**src/rtl/sprite_bounce_blitter_if.sv**
```systemverilog
// Plot/ROM bundle between the sprite blitter and its parent.
//   enable, fg_colour, bg_colour : parent -> blitter control and colours
//   rom_addr / rom_q             : sprite ROM lookup (rom_q one cycle after rom_addr)
//   vga_x, vga_y, vga_colour,
//   vga_plot                     : pixel write port toward vga_adapter
//   busy, frame_done             : frame status
// The master modport is the parent side (it owns the ROM); slave is the blitter.
interface sprite_bounce_blitter_if #(
  parameter int CBITS = 3,
  parameter int AW    = 8
);
  logic             enable;
  logic [CBITS-1:0] fg_colour;
  logic [CBITS-1:0] bg_colour;
  logic [AW-1:0]    rom_addr;
  logic             rom_q;
  logic [7:0]       vga_x;
  logic [6:0]       vga_y;
  logic [CBITS-1:0] vga_colour;
  logic             vga_plot;
  logic             busy;
  logic             frame_done;

  modport master (
    output enable, fg_colour, bg_colour, rom_q,
    input  rom_addr, vga_x, vga_y, vga_colour, vga_plot, busy, frame_done
  );

  modport slave (
    input  enable, fg_colour, bg_colour, rom_q,
    output rom_addr, vga_x, vga_y, vga_colour, vga_plot, busy, frame_done
  );
endinterface

```
**src/rtl/sprite_bounce_blitter.sv**
```systemverilog
// Bounces a monochrome ROM sprite around the screen. On each enabled frame
// tick it erases the sprite at its old position, moves it, and redraws it,
// writing one pixel per cycle to the vga_adapter plot port.
//   CLOCK_50 : system clock
//   reset_n  : asynchronous active-low reset
//   bus      : sprite_bounce_blitter_if.slave (controls, ROM port, plot port, status)
//
// state | meaning
// IDLE  | waiting for a frame tick with enable high
// ERASE | plotting bg_colour over the old sprite rectangle
// MOVE  | one cycle: step position, bounce off edges
// DRAW  | walking ROM addresses; plots trail by one cycle
// FLUSH | last drawn pixel plotted, frame_done pulsed
module sprite_bounce_blitter #(
  parameter int SCREEN_W  = 160,
  parameter int SCREEN_H  = 120,
  parameter int SPR_W     = 16,
  parameter int SPR_H     = 16,
  parameter int X_INIT    = 0,
  parameter int Y_INIT    = 60,
  parameter int STEP      = 1,
  parameter int FRAME_DIV = 833334,
  parameter int CBITS     = 3,
  parameter int AW        = 8
) (
  input logic                    CLOCK_50,
  input logic                    reset_n,
  sprite_bounce_blitter_if.slave bus
);
  localparam int            TW        = $clog2(FRAME_DIV + 1);
  localparam logic [TW-1:0] TICK_LAST = TW'(FRAME_DIV - 1);
  localparam logic [7:0]    COL_LAST  = 8'(SPR_W - 1);
  localparam logic [6:0]    ROW_LAST  = 7'(SPR_H - 1);
  localparam logic [8:0]    MAX_X     = 9'(SCREEN_W - SPR_W);
  localparam logic [8:0]    MAX_Y     = 9'(SCREEN_H - SPR_H);
  localparam logic [8:0]    STEP9     = 9'(STEP);
  localparam logic [7:0]    STEP_X    = 8'(STEP);
  localparam logic [6:0]    STEP_Y    = 7'(STEP);

  typedef enum logic [2:0] {IDLE, ERASE, MOVE, DRAW, FLUSH} state_t;
  state_t state, state_nx;

  logic [TW-1:0]    tick_cnt;
  logic             tick;
  logic [7:0]       pos_x;
  logic [6:0]       pos_y;
  logic             dir_x_pos, dir_y_pos;
  logic             drawn;
  logic [7:0]       col;
  logic [6:0]       row;
  logic             scan_last;
  logic [AW-1:0]    addr;
  logic             pix_plot;
  logic [7:0]       pix_x;
  logic [6:0]       pix_y;
  logic [8:0]       x_up, y_up;
  logic [7:0]       x_nx;
  logic [6:0]       y_nx;
  logic             dx_nx, dy_nx;
  logic             plot;
  logic [7:0]       out_x;
  logic [6:0]       out_y;
  logic [CBITS-1:0] out_colour;

  // Free-running frame divider, independent of the FSM.
  always_ff @(posedge CLOCK_50 or negedge reset_n) begin
    if (!reset_n)  tick_cnt <= '0;
    else if (tick) tick_cnt <= '0;
    else           tick_cnt <= tick_cnt + 1'b1;
  end
  assign tick = (tick_cnt == TICK_LAST);

  assign scan_last = (col == COL_LAST) && (row == ROW_LAST);

  always_ff @(posedge CLOCK_50 or negedge reset_n) begin
    if (!reset_n) state <= IDLE;
    else          state <= state_nx;
  end

  always_comb begin
    state_nx   = state;
    plot       = 1'b0;
    out_x      = '0;
    out_y      = '0;
    out_colour = '0;
    case (state)
      IDLE:    if (tick && bus.enable) state_nx = drawn ? ERASE : DRAW;
      ERASE:   if (scan_last) state_nx = MOVE;
      MOVE:    state_nx = DRAW;
      DRAW:    if (scan_last) state_nx = FLUSH;
      FLUSH:   state_nx = IDLE;
      default: state_nx = IDLE;
    endcase
    if (state == ERASE) begin
      plot       = 1'b1;
      out_x      = pos_x + col;
      out_y      = pos_y + row;
      out_colour = bus.bg_colour;
    end else if (pix_plot) begin
      // Colour is picked live so a colour change lands on the next pixel.
      plot       = 1'b1;
      out_x      = pix_x;
      out_y      = pix_y;
      out_colour = bus.rom_q ? bus.fg_colour : bus.bg_colour;
    end
  end

  // Bounce arithmetic carried at 9 bits so pos+STEP never wraps.
  always_comb begin
    x_up  = {1'b0, pos_x} + STEP9;
    y_up  = {2'b0, pos_y} + STEP9;
    x_nx  = pos_x;
    y_nx  = pos_y;
    dx_nx = dir_x_pos;
    dy_nx = dir_y_pos;
    if (dir_x_pos) begin
      if (x_up > MAX_X) begin x_nx = MAX_X[7:0]; dx_nx = 1'b0; end
      else              x_nx = x_up[7:0];
    end else if (pos_x < STEP_X) begin
      x_nx = '0; dx_nx = 1'b1;
    end else begin
      x_nx = pos_x - STEP_X;
    end
    if (dir_y_pos) begin
      if (y_up > MAX_Y) begin y_nx = MAX_Y[6:0]; dy_nx = 1'b0; end
      else              y_nx = y_up[6:0];
    end else if (pos_y < STEP_Y) begin
      y_nx = '0; dy_nx = 1'b1;
    end else begin
      y_nx = pos_y - STEP_Y;
    end
  end

  always_ff @(posedge CLOCK_50 or negedge reset_n) begin
    if (!reset_n) begin
      pos_x     <= 8'(X_INIT);
      pos_y     <= 7'(Y_INIT);
      dir_x_pos <= 1'b1;
      dir_y_pos <= 1'b0;
      drawn     <= 1'b0;
      col       <= '0;
      row       <= '0;
      addr      <= '0;
      pix_plot  <= 1'b0;
      pix_x     <= '0;
      pix_y     <= '0;
    end else begin
      // Draw coordinates ride one cycle behind the ROM address to meet rom_q.
      pix_plot <= (state == DRAW);
      pix_x    <= pos_x + col;
      pix_y    <= pos_y + row;
      if (state == ERASE || state == DRAW) begin
        if (col == COL_LAST) begin
          col <= '0;
          row <= (row == ROW_LAST) ? '0 : row + 1'b1;
        end else begin
          col <= col + 1'b1;
        end
      end
      if (state == DRAW && !scan_last) addr <= addr + 1'b1;
      if (state_nx == DRAW && state != DRAW) addr <= '0;
      if (state == MOVE) begin
        pos_x     <= x_nx;
        pos_y     <= y_nx;
        dir_x_pos <= dx_nx;
        dir_y_pos <= dy_nx;
      end
      if (state == FLUSH) drawn <= 1'b1;
    end
  end

  assign bus.rom_addr   = addr;
  assign bus.vga_plot   = plot;
  assign bus.vga_x      = out_x;
  assign bus.vga_y      = out_y;
  assign bus.vga_colour = out_colour;
  assign bus.busy       = (state != IDLE);
  assign bus.frame_done = (state == FLUSH);
endmodule

```
**src/flat_wrapper.sv**
```systemverilog
// flat-port wrapper written by rule: the top's interface ports become plain ports
module sprite_bounce_blitter_flat 
#(
  parameter int SCREEN_W  = 160,
  parameter int SCREEN_H  = 120,
  parameter int SPR_W     = 16,
  parameter int SPR_H     = 16,
  parameter int X_INIT    = 0,
  parameter int Y_INIT    = 60,
  parameter int STEP      = 1,
  parameter int FRAME_DIV = 833334,
  parameter int CBITS     = 3,
  parameter int AW        = 8
)
  (CLOCK_50, reset_n, bus_enable, bus_fg_colour, bus_bg_colour, bus_rom_q, bus_rom_addr, bus_vga_x, bus_vga_y, bus_vga_colour, bus_vga_plot, bus_busy, bus_frame_done);
  sprite_bounce_blitter_if #(.CBITS(CBITS), .AW(AW)) bus_i ();
  input logic CLOCK_50;
  input logic reset_n;
  input wire logic [$bits(bus_i.enable)-1:0] bus_enable;
  input wire logic [$bits(bus_i.fg_colour)-1:0] bus_fg_colour;
  input wire logic [$bits(bus_i.bg_colour)-1:0] bus_bg_colour;
  input wire logic [$bits(bus_i.rom_q)-1:0] bus_rom_q;
  output wire logic [$bits(bus_i.rom_addr)-1:0] bus_rom_addr;
  output wire logic [$bits(bus_i.vga_x)-1:0] bus_vga_x;
  output wire logic [$bits(bus_i.vga_y)-1:0] bus_vga_y;
  output wire logic [$bits(bus_i.vga_colour)-1:0] bus_vga_colour;
  output wire logic [$bits(bus_i.vga_plot)-1:0] bus_vga_plot;
  output wire logic [$bits(bus_i.busy)-1:0] bus_busy;
  output wire logic [$bits(bus_i.frame_done)-1:0] bus_frame_done;
  assign bus_i.enable = bus_enable;
  assign bus_i.fg_colour = bus_fg_colour;
  assign bus_i.bg_colour = bus_bg_colour;
  assign bus_i.rom_q = bus_rom_q;
  assign bus_rom_addr = bus_i.rom_addr;
  assign bus_vga_x = bus_i.vga_x;
  assign bus_vga_y = bus_i.vga_y;
  assign bus_vga_colour = bus_i.vga_colour;
  assign bus_vga_plot = bus_i.vga_plot;
  assign bus_busy = bus_i.busy;
  assign bus_frame_done = bus_i.frame_done;
  sprite_bounce_blitter #(.SCREEN_W(SCREEN_W), .SCREEN_H(SCREEN_H), .SPR_W(SPR_W), .SPR_H(SPR_H), .X_INIT(X_INIT), .Y_INIT(Y_INIT), .STEP(STEP), .FRAME_DIV(FRAME_DIV), .CBITS(CBITS), .AW(AW)) u_core (.CLOCK_50(CLOCK_50), .reset_n(reset_n), .bus(bus_i));
endmodule
```
**config.mk**
```make
export PLATFORM = sky130hd
export DESIGN_NAME = sprite_bounce_blitter_flat
export DESIGN_NICKNAME = d
export VERILOG_FILES = /design/src/rtl/sprite_bounce_blitter_if.sv /design/src/rtl/sprite_bounce_blitter.sv /design/src/flat_wrapper.sv
export SDC_FILE = /design/constraint.sdc
export NUM_CORES = 1
export LEC_CHECK = 0
export BUFFER_PORTS_ARGS = -buffer_cell sky130_fd_sc_hd__buf_4
export CAP_MARGIN = 0
export CORE_MARGIN = 3
export CORE_UTILIZATION = 30
export CTS_CLUSTER_SIZE = 28
export DETAILED_ROUTE_END_ITERATION = 8
export PLACE_DENSITY = 0.49
export SLEW_MARGIN = 20
export SYNTH_ARGS = -nofsm -noshare
export SYNTH_HDL_FRONTEND = slang
export SYNTH_SLANG_ARGS = --single-unit
export TNS_END_PERCENT = 5
```
**constraint.sdc**
```tcl
create_clock -name CLOCK_50 -period 2.41 [get_ports CLOCK_50]
set_input_delay 0.6025 -clock CLOCK_50 [delete_from_list [all_inputs] [get_ports CLOCK_50]]
set_output_delay 0.6025 -clock CLOCK_50 [all_outputs]
set_load 0.03 [all_outputs]
```
# Word-level counts from Yosys, hierarchy flattened
# Index checks and enable logic that the tools add are counted.
# Widths: inputs -> output; s select.
# totals
ff_bits,80
inputBits,10
# op_classes
add_sub_neg,10
order_cmp,4
eq_ne,9
muxes,31
reduce_logical,10
# op_table
cell,count
$mux 8,8
$mux 7,6
$add 20x1->20 const B,1
$eq 20x20->1 const B,1
$mux 20,1
$mux 3,6
$add 8x1->8 const B,2
$pmux 3 s4,1
$add 8x1->9 const B,1
$eq 3x2->1 const B,3
$gt 9x7->1 const B,1
$gt 9x8->1 const B,1
$add 7x1->8 const B,1
$add 8x8->8,1
$eq 8x4->1 const B,1
$lt 8x1->1 const B,1
$mux 1,8
$sub 8x1->8 const B,1
$add 7x1->7 const B,1
$add 7x7->7,1
$eq 7x4->1 const B,1
$lt 7x1->1 const B,1
$sub 7x1->7 const B,1
$logic_and 1x1->1,4
other kinds (10),10

# Logic depth before layout (Yosys ltp)
# Gate-level depths: netlist of run 1.
# logic_depth
depth_word,7
mapped_depth,9

# Worst setup path before layout of run 1
# Ideal clock, no wire load.
# synth_path
kind,register to output
from,register u_core.col[0]
to,output port bus_vga_x[6]
arrival_time_ps,2323
path_slack_ps,-516
stages_incl_launch_ff,10
path_buffers,0
cell_sequence,dfrtp_1 > ha_1 > inv_1 > fa_1 > nor2b_1 > o21ai_0 > a21boi_0 > o21a_1 > nor3_1 > o31ai_1
# synth_via
elab_chain_len,2
# synth_rtl
element,line,rtl
start: declaration,sprite_bounce_blitter.sv:49,logic [7:0] col;
start signal: assignment,sprite_bounce_blitter.sv:157,col <= col + 1'b1;
$add 8x8->8,sprite_bounce_blitter.sv:96,out_x = pos_x + col;
$mux 8,sprite_bounce_blitter.sv:94,if (state == ERASE) begin
end: declaration,flat_wrapper.sv:24,output wire logic [$bits(bus_i.vga_x)-1:0] bus_vga_x;
# Every way passes these cells.

# Final worst setup path of run 1
# layout_path
from,register u_core.pos_x[0]
to,output port bus_vga_x[6]
# layout_via
elab_chain_len,2
# layout_rtl
element,line,rtl
start: declaration,sprite_bounce_blitter.sv:45,logic [7:0] pos_x;
start signal: assignment,sprite_bounce_blitter.sv:136,pos_x <= 8'(X_INIT);
start signal: assignment,sprite_bounce_blitter.sv:163,pos_x <= x_nx;
$add 8x8->8,sprite_bounce_blitter.sv:96,
$mux 8,sprite_bounce_blitter.sv:94,
# Every way passes these cells.

==> run summary, run 1 <==
The share of layout cells above drive strength 1 came out at 0.242. Share of the yosys chip area belonging to registers: 0.401. The final critical-path setup slack is -0.442 ns, and the number of violations of the max-capacitance limit is 0. The endpoint identified for the worst register-to-register timing path is u_core.pos_x[6]. The total area of multi-input combinational cells is 0.00284 mm², and the count of clock tree sinks is 80. STA puts the critical path data arrival time at 2.25 ns. The synthesized design contains 80 register bits. The kind of critical path was reg2out. Port buffering added 38 buffers.

The worst setup path is launched from a flip-flop. Setup repair after global routing could not meet its margin everywhere. In this run the horizontal extent of the chip is 135 µm. The type of element capturing the critical path was an output port. The clock transition time at the flip-flop clock pins of the worst setup and hold paths was 0.07 ns.

Fill cells in the final layout number 1,630. For the worst setup path, the data required time is 1.81 ns. The die covers 0.0183 mm².

The logic depth of the worst register-to-register path was 8. Across the whole layout, storage elements account for 0.00201 mm². Dividing the detail-routed wire length by the instance count gives 14.1 µm. The number of nets in the layout is 667, and the violation count after the first detailed-route iteration is 269.

A synthesized cell averages 8.87 µm². The total global routing overflow came out at 0. The checks that failed: setup timing. For the worst-skew pair, the clock arrives at the later sink with an insertion delay of 0.35 ns.

Number of antenna violations at the first check in global routing: 0. The run gives 46 as the number of standard-cell rows in the floorplan. The flow ran to the end, but the final reports show violations. TritonCTS built the clock tree. The tightest hold path in the finished design has a slack of 0.186 ns.

Prior to clock tree synthesis, the placed netlist has a worst setup slack of -0.233 ns. The most used flip-flop cell after synthesis is dfrtp_1. For the worst IR drop on VDD, the log shows 0.000319 V. The run gives 0.00288 µW as the leakage power.

The synthesized-area fraction occupied by ao, oa, aoi and oai cells was 0.154. For the pin with the worst max-slew slack, the measured transition is 0.617 ns. The synthesis-to-layout area growth was 24.4%; the total of warnings raised by yosys was 0. Summing every instance area after synthesis gives 0.00500 mm².

Async set or reset register ratio after synthesis: 1.00. Pin placement for this block handled 39 I/O pins. The first detailed-routing pass ran for 5 iterations. The min-delay analysis places its worst path in the category in2async. The origin of the critical flop-to-flop path is u_core.pos_x[0]. The first global-routing pass estimated 20,200 µm of wire. The share of cell area taken by muxes after synthesis was 0.00425; the number of enable-type register cells in the synthesized netlist was 0. The number of instances in the synthesized netlist is 564.

The share of synthesized cell area in full adder, half adder and majority cells was 0.0655; the maximum number of pins on one net before global-route repair was 51. The upper clock frequency limit is 351 MHz, and the slack of the worst reg-to-reg path is 0.17 ns. The total global-route track usage is 0.137, and the weighted congestion at the end of routability-driven global placement is 0.803. Combinational family with the most area after synthesis: simple AND/OR/NAND/NOR gates. Hold repair after CTS inserted 0 buffers.

The longest clock path from root to sink contains 2 buffers. The area share of xor/xnor cells in the synthesized design works out to 0.0805. Measured along the y axis, the die boundary spans 135 µm. CTS placed an instance of clkbuf_16 at the clock tree root.

The final antenna-violating net count came out at 0. Clock skew on the completed layout was measured at 0.0110 ns. Starting density of the core: 0.311. Tightest slew margin relative to the limit: 0.589.

The routed layout has 4,235 vias. The minimum clock period came out at 2.85 ns. The final count of pins violating max slew was 0.

The synthesized netlist contains 77 unique library cells. Wires add up to 12,000 µm. The final-report hold violation count was 0; the placed wire-length estimate was 8790 µm.

The power per unit of standard cell area was 439 mW/mm²; the post-route DRC violation count was 0. The number of global-route vias before repair is 4,068. The net count after synthesis is 599, and the final setup violation count is 11. The number of antenna diodes in the final layout is 0. The ratio of final minimum period to clock period works out to 1.18. The area share of and/or/nand/nor cells after synthesis is 0.242. Along the worst path, the maximum fanout reaches 2. Dividing the detail-routed via count by the number of cells gives 4.96.

The H-tree depth reported by CTS came out at 3. The tools report the area of the placeable core as 0.0161 mm². Buffers inserted during clock tree synthesis total 9.
-- metrics by stage --
step	instances	TNS, ns	area [µm²]	util	total power (µW)
after floorplan	564	-0.713	5030	-	1380
after global placement	832	-0.416	5780	0.358	1430
after detailed placement	832	-0.512	5780	0.358	1440
after CTS	852	-3.40	6180	0.383	2770
after global routing	853	-4.71	6220	0.386	2840
final	853	-2.93	6220	0.386	2730
-- worst max-delay path by stage --
stage	slack, ns	to	from
after floorplan	-0.12	bus_vga_colour[0]	u_core.state[2]
final	-0.44	bus_vga_x[6]	u_core.pos_x[0]
after CTS	-0.51	bus_vga_x[6]	u_core.pos_x[0]
after detailed placement	-0.23	bus_vga_x[6]	u_core.col[0]
after global placement	-0.24	bus_vga_x[6]	u_core.col[0]
after global routing	-0.60	bus_vga_x[6]	u_core.pos_x[0]
-- power breakdown --
group / total, µW / leakage [µW] / switching (µW) / internal, µW
clock: 1320 / 0.000135 / 606 / 717
sequential: 1340 / 0.00103 / 0 / 1340
combinational: 64.2 / 0.00172 / 43.5 / 20.7
-- critical path, stage by stage (launching register included) --
cell,delay (ns)
dfrtp_1,0.35
ha_2,0.19
inv_2,0.04
fa_2,0.33
nor2b_1,0.12
o21ai_1,0.09
a21boi_1,0.14
o21a_1,0.19
nor3_4,0.06
o31ai_4,0.23
buf_6,0.16
-- metal layers --
| layer | wire [µm] | global-route usage | vias up |
|---|---|---|---|
| li1 | - | - | 2116 |
| met1 | 5820 | 0.189 | 2002 |
| met3 | 478 | 0.0234 | 12 |
| met2 | 5560 | 0.216 | 105 |
| met5 | 0 | 0 | - |
| met4 | 181 | 0.0515 | 0 |
-- cell type report --
| class | instances | share of cell area |
|---|---|---|
| clock buffers | 9 | 0.0362 |
| clock inverters | 7 | 0.00985 |
| inverters | 30 | 0.0181 |
| multi-input cells | 423 | 0.456 |
| flip-flops and latches | 80 | 0.323 |
| well taps | 216 | 0.0434 |
| repair buffers | 88 | 0.113 |
-- flip-flops by register name, indices dropped and copies added (netlist names) --
signal	count
u_core.tick_cnt	20
u_core.bus.rom_addr	8
u_core.col	8
u_core.pix_x	8
u_core.pos_x	8
u_core.pix_y	7
u_core.pos_y	7
u_core.row	7
u_core.state	3
u_core.dir_x_pos	1
u_core.dir_y_pos	1
u_core.drawn	1
u_core.pix_plot	1
-- cell usage after synthesis (all sizes together), types with 5 or more instances --
library cell | instances | share of area
nand2b | 5 | 0.0063
and2 | 5 | 0.0067
nand2 | 62 | 0.047
ha | 23 | 0.058
o21ai | 33 | 0.036
nor3 | 15 | 0.018
dfstp | 5 | 0.026
dfrtp | 75 | 0.38
xor2 | 21 | 0.037
inv | 30 | 0.023
buf | 13 | 0.017
xnor2 | 25 | 0.044
nand3 | 40 | 0.040
nor2 | 51 | 0.038
nand4 | 14 | 0.021
and3 | 11 | 0.014
a21oi | 27 | 0.028
a21o | 7 | 0.010
clkbuf | 18 | 0.014
a31oi | 9 | 0.011
or3 | 6 | 0.0085
-- repair_timing --
action / in CTS / in global routing
gates resized for setup: 24 / 9
endpoints found under the setup margin: 16 / 17
pin swaps: 11 / 8
buffers inserted: 5 / 1
-- layout by cell type, fill, tap and decap left out, drive strengths merged, types with 4 or more instances in the layout --
cell     n
a21o     7
nor2    51
dfstp    5
nand4   14
a31oi    9
nor3    15
xnor2   25
ha      23
clkbuf   9
a21oi   27
nand3b   4
o22ai    4
and2     5
xor2    21
nand2b   5
nor2b    4
o21ai   33
buf     88
nand3   40
o31ai    4
or3      6
inv     34
nand2   62
dfrtp   75
and3    11
-- logic make-up after synthesis --
group,after synthesis
AND/OR/NAND/NOR,235
AO/OA/AOI/OAI,115
flip-flops,80
buffers and inverters,61
XOR/XNOR,46
adder cells (fa/ha/maj),25
multiplexers,2
Note: power is estimated with default switching activity, not from simulation.
==> run 2, diff against run 1 <==
==> constraint.sdc (replaced) <==
create_clock -name CLOCK_50 -period 2.3 [get_ports CLOCK_50]
set_input_delay 0.575 -clock CLOCK_50 [delete_from_list [all_inputs] [get_ports CLOCK_50]]
set_output_delay 0.575 -clock CLOCK_50 [all_outputs]
set_load 0.03 [all_outputs]
==> run 2 against run 1 <==
The flow still finishes with violations (setup timing); critical path depth is 1 higher; total power is 8.1% higher; global-route usage is 0.063 points lower; sequential cell count stayed put.
==> run summary, run 2 (same netlist as run 1, synthesis figures left out) <==
Origin of the critical flop-to-flop path: u_core.pos_x[0]. The tools report the worst setup path endpoint as bus_vga_x[6]. Power per unit of standard cell area: 468 mW/mm². The switching power total is 667 µW, and the worst path arrival time is 2.34 ns. The wire length on met1 is 5780 µm. Setup violations remaining at the end of the flow were counted as 14. The tools report the type of element capturing the critical path as an output port.

The switching share of total power works out to 0.226. The tree is rooted in a clkbuf_16. The first global-routing pass estimated 20,200 µm of wire. The flow ran to the end, but the final reports show violations. The utilization after layout is 0.391. The share of layout cells above drive strength 1 is 0.254, and the biggest fanout along the worst timing path is 2. The total global-route track usage is 0.136. The x dimension of the die came out at 135 µm. The top routing layer in use was met4.

Final antenna-violating net count: 0. Setup repair after global routing could not meet its margin everywhere. Combinational share of power: 0.024. The ratio of final minimum period to clock period was 1.27; the area of the placeable core was 0.0161 mm². The violation count after the first detailed-route iteration came out at 287. The tree built by TritonCTS fans out to 80 sinks.

The number of antenna violations at the first check in global routing was 0. Timing analysis after detailed placement gives a worst setup slack of -0.345 ns. The number of global-route vias before repair came out at 4,041. For the cell area reported after detailed placement, the log shows 0.00584 mm².

The summed area of non-filler cells in the final layout came out at 0.00631 mm². Summed over all nets, wire length on met2 after detailed routing comes to 5660 µm. The number of CTS-inserted buffers came out at 9.

The tools report the final worst clock skew as 0.0102 ns. The slack of the worst reg-to-reg path is 0.15 ns, and the detailed-routed wire length on met3 is 452 µm. The flip-flop count of the largest register, all copies and words added was 20.

The post-route DRC violation count is 0, and the number of nets in the layout is 671. The clock latency at the later pin of the worst-skew pair was 0.35 ns; the number of violations of the max-capacitance limit was 0. Entering global routing, the biggest net connects 41 pins.

The number of buffers on the longest clock path was 2; the minimum clock period was 2.91 ns. The starting density of the core is 0.311. IR analysis of the VDD net gives a maximum drop of 0.000325 V. The most critical setup path has its startpoint at u_core.col[0].

Leaving out fill and tap cells, the most frequent cell in the layout is buf_4. The worst register-to-register path has a depth of 8. The final count of pins violating max slew was 0. During I/O placement, the number of pins put on the boundary was 39. Kind of critical path: reg2out. TritonCTS built the clock tree.

The run gives 0.790 as the weighted congestion at the end of routability-driven global placement. STA classifies the critical path startpoint as a flip-flop. The logs give 1,617 for the layout filler cell count and 0.0808 ns for the tightest hold margin. The run gives 0 as the final-report hold violation count.

Wires add up to 12,100 µm. After detailed routing, the average wire length per cell comes to 14.1 µm. The number of optimization iterations in the first detailed-route pass was 5. The final critical-path setup slack was -0.615 ns.

The register with the most flip-flops was u_core.tick_cnt. Detailed placement finished with a half-perimeter wire length of 8760 µm. For the sum of negative setup slack, the log shows -3.86 ns.

The transition time at the pin with the least slew margin came out at 0.640 ns. The leakage power came out at 0.00290 µW. The count of input and output buffers came out at 38. Cell-internal power: 2280 µW.

The final reports fail on setup timing. The clock tree synthesis step divided the H-tree into 3 levels. In the layout the commonest cells are buf_4, dfrtp_1, nand2_1. After clock tree synthesis, the clock-pin slew on the worst setup and hold paths is 0.07 ns. The clock network fraction of design power was 0.499; the number of diodes added for antenna fixing was 0. Global routing finished with a remaining overflow of 0. Fraction of power consumed by sequential logic: 0.477. The tools report the capture point of the worst reg-to-reg path as u_core.pos_x[3].

The number of standard-cell rows in the floorplan was 46. Based on the critical path, the design can be clocked at up to 343 MHz. Hold repair after CTS inserted 0 buffers.

The detail-routed via count per cell was 4.98. From bottom edge to top edge, the die measures 135 µm. The synthesis-to-layout area growth was 26.0%. The tools report the count of vias placed by the detailed router as 4,271.

The worst min-delay path category was in2async. The die covers 0.0183 mm². Data on the critical path is required at its endpoint by 1.73 ns. The tightest slew margin relative to the limit was 0.574.
==> run 2: power groups by stage <==
stage	Sequential, µW	Clock [µW]	Combinational [µW]
after detailed placement	1430	0	73.3
after global routing	1410	1580	80.7
after CTS	1410	1530	74.2
final	1410	1470	70.4
after global placement	1430	0	71.3
after floorplan	1430	0	15.7
==> run 2: final cells by class <==
type,count,area [µm²],share of cell area
clock inverter,7,75.1,0.0119
sequential,80,2010,0.319
tap,216,270,0.0429
inverter,30,113,0.0179
timing repair buffer,92,742,0.118
multi-input combinational,423,2870,0.455
clock buffer,9,225,0.0357
==> run 2: per-stage QoR <==
| step | instances | power, µW |
|---|---|---|
| global route | 857 | 3070 |
| floorplan | 564 | 1450 |
| detailed placement | 839 | 1510 |
| global placement | 839 | 1500 |
| CTS | 855 | 3010 |
| finish | 857 | 2950 |
==> run 2: layer usage <==
| metal | up-vias | GRT usage |
|---|---|---|
| met5 | - | 0 |
| met4 | 0 | 0.0538 |
| met3 | 12 | 0.0219 |
| met2 | 82 | 0.213 |
| met1 | 2062 | 0.189 |
| li1 | 2115 | - |
==> run 2: what timing repair did <==
| action | in CTS | in global routing |
|---|---|---|
| pin swaps | 12 | 4 |
| setup endpoints to repair | 18 | 23 |
| setup buffers | 0 | 2 |
| resized for setup | 24 | 17 |
==> run 2: critical path, stage by stage (launching register included) <==
cell and delay (ns):
dfrtp_1 0.39, ha_2 0.18, inv_2 0.05, fa_2 0.19, nor2b_2 0.05, o21ai_2 0.13
a21boi_1 0.09, o21a_1 0.21, buf_4 0.13, o21a_4 0.20, o31ai_4 0.21, buf_6 0.16
==> run 2: how the worst min path moves through the flow <==
stage	startpoint	to	slack [ns]	cells past startpoint
floorplan	reset_n	u_core.bus.rom_addr[0]	0.28	0
global placement	reset_n	u_core.tick_cnt[8]	0.45	1
detailed placement	reset_n	u_core.tick_cnt[9]	0.45	1
CTS	reset_n	u_core.tick_cnt[11]	0.08	1
global route	reset_n	u_core.tick_cnt[9]	0.08	1
finish	reset_n	u_core.tick_cnt[8]	0.08	1
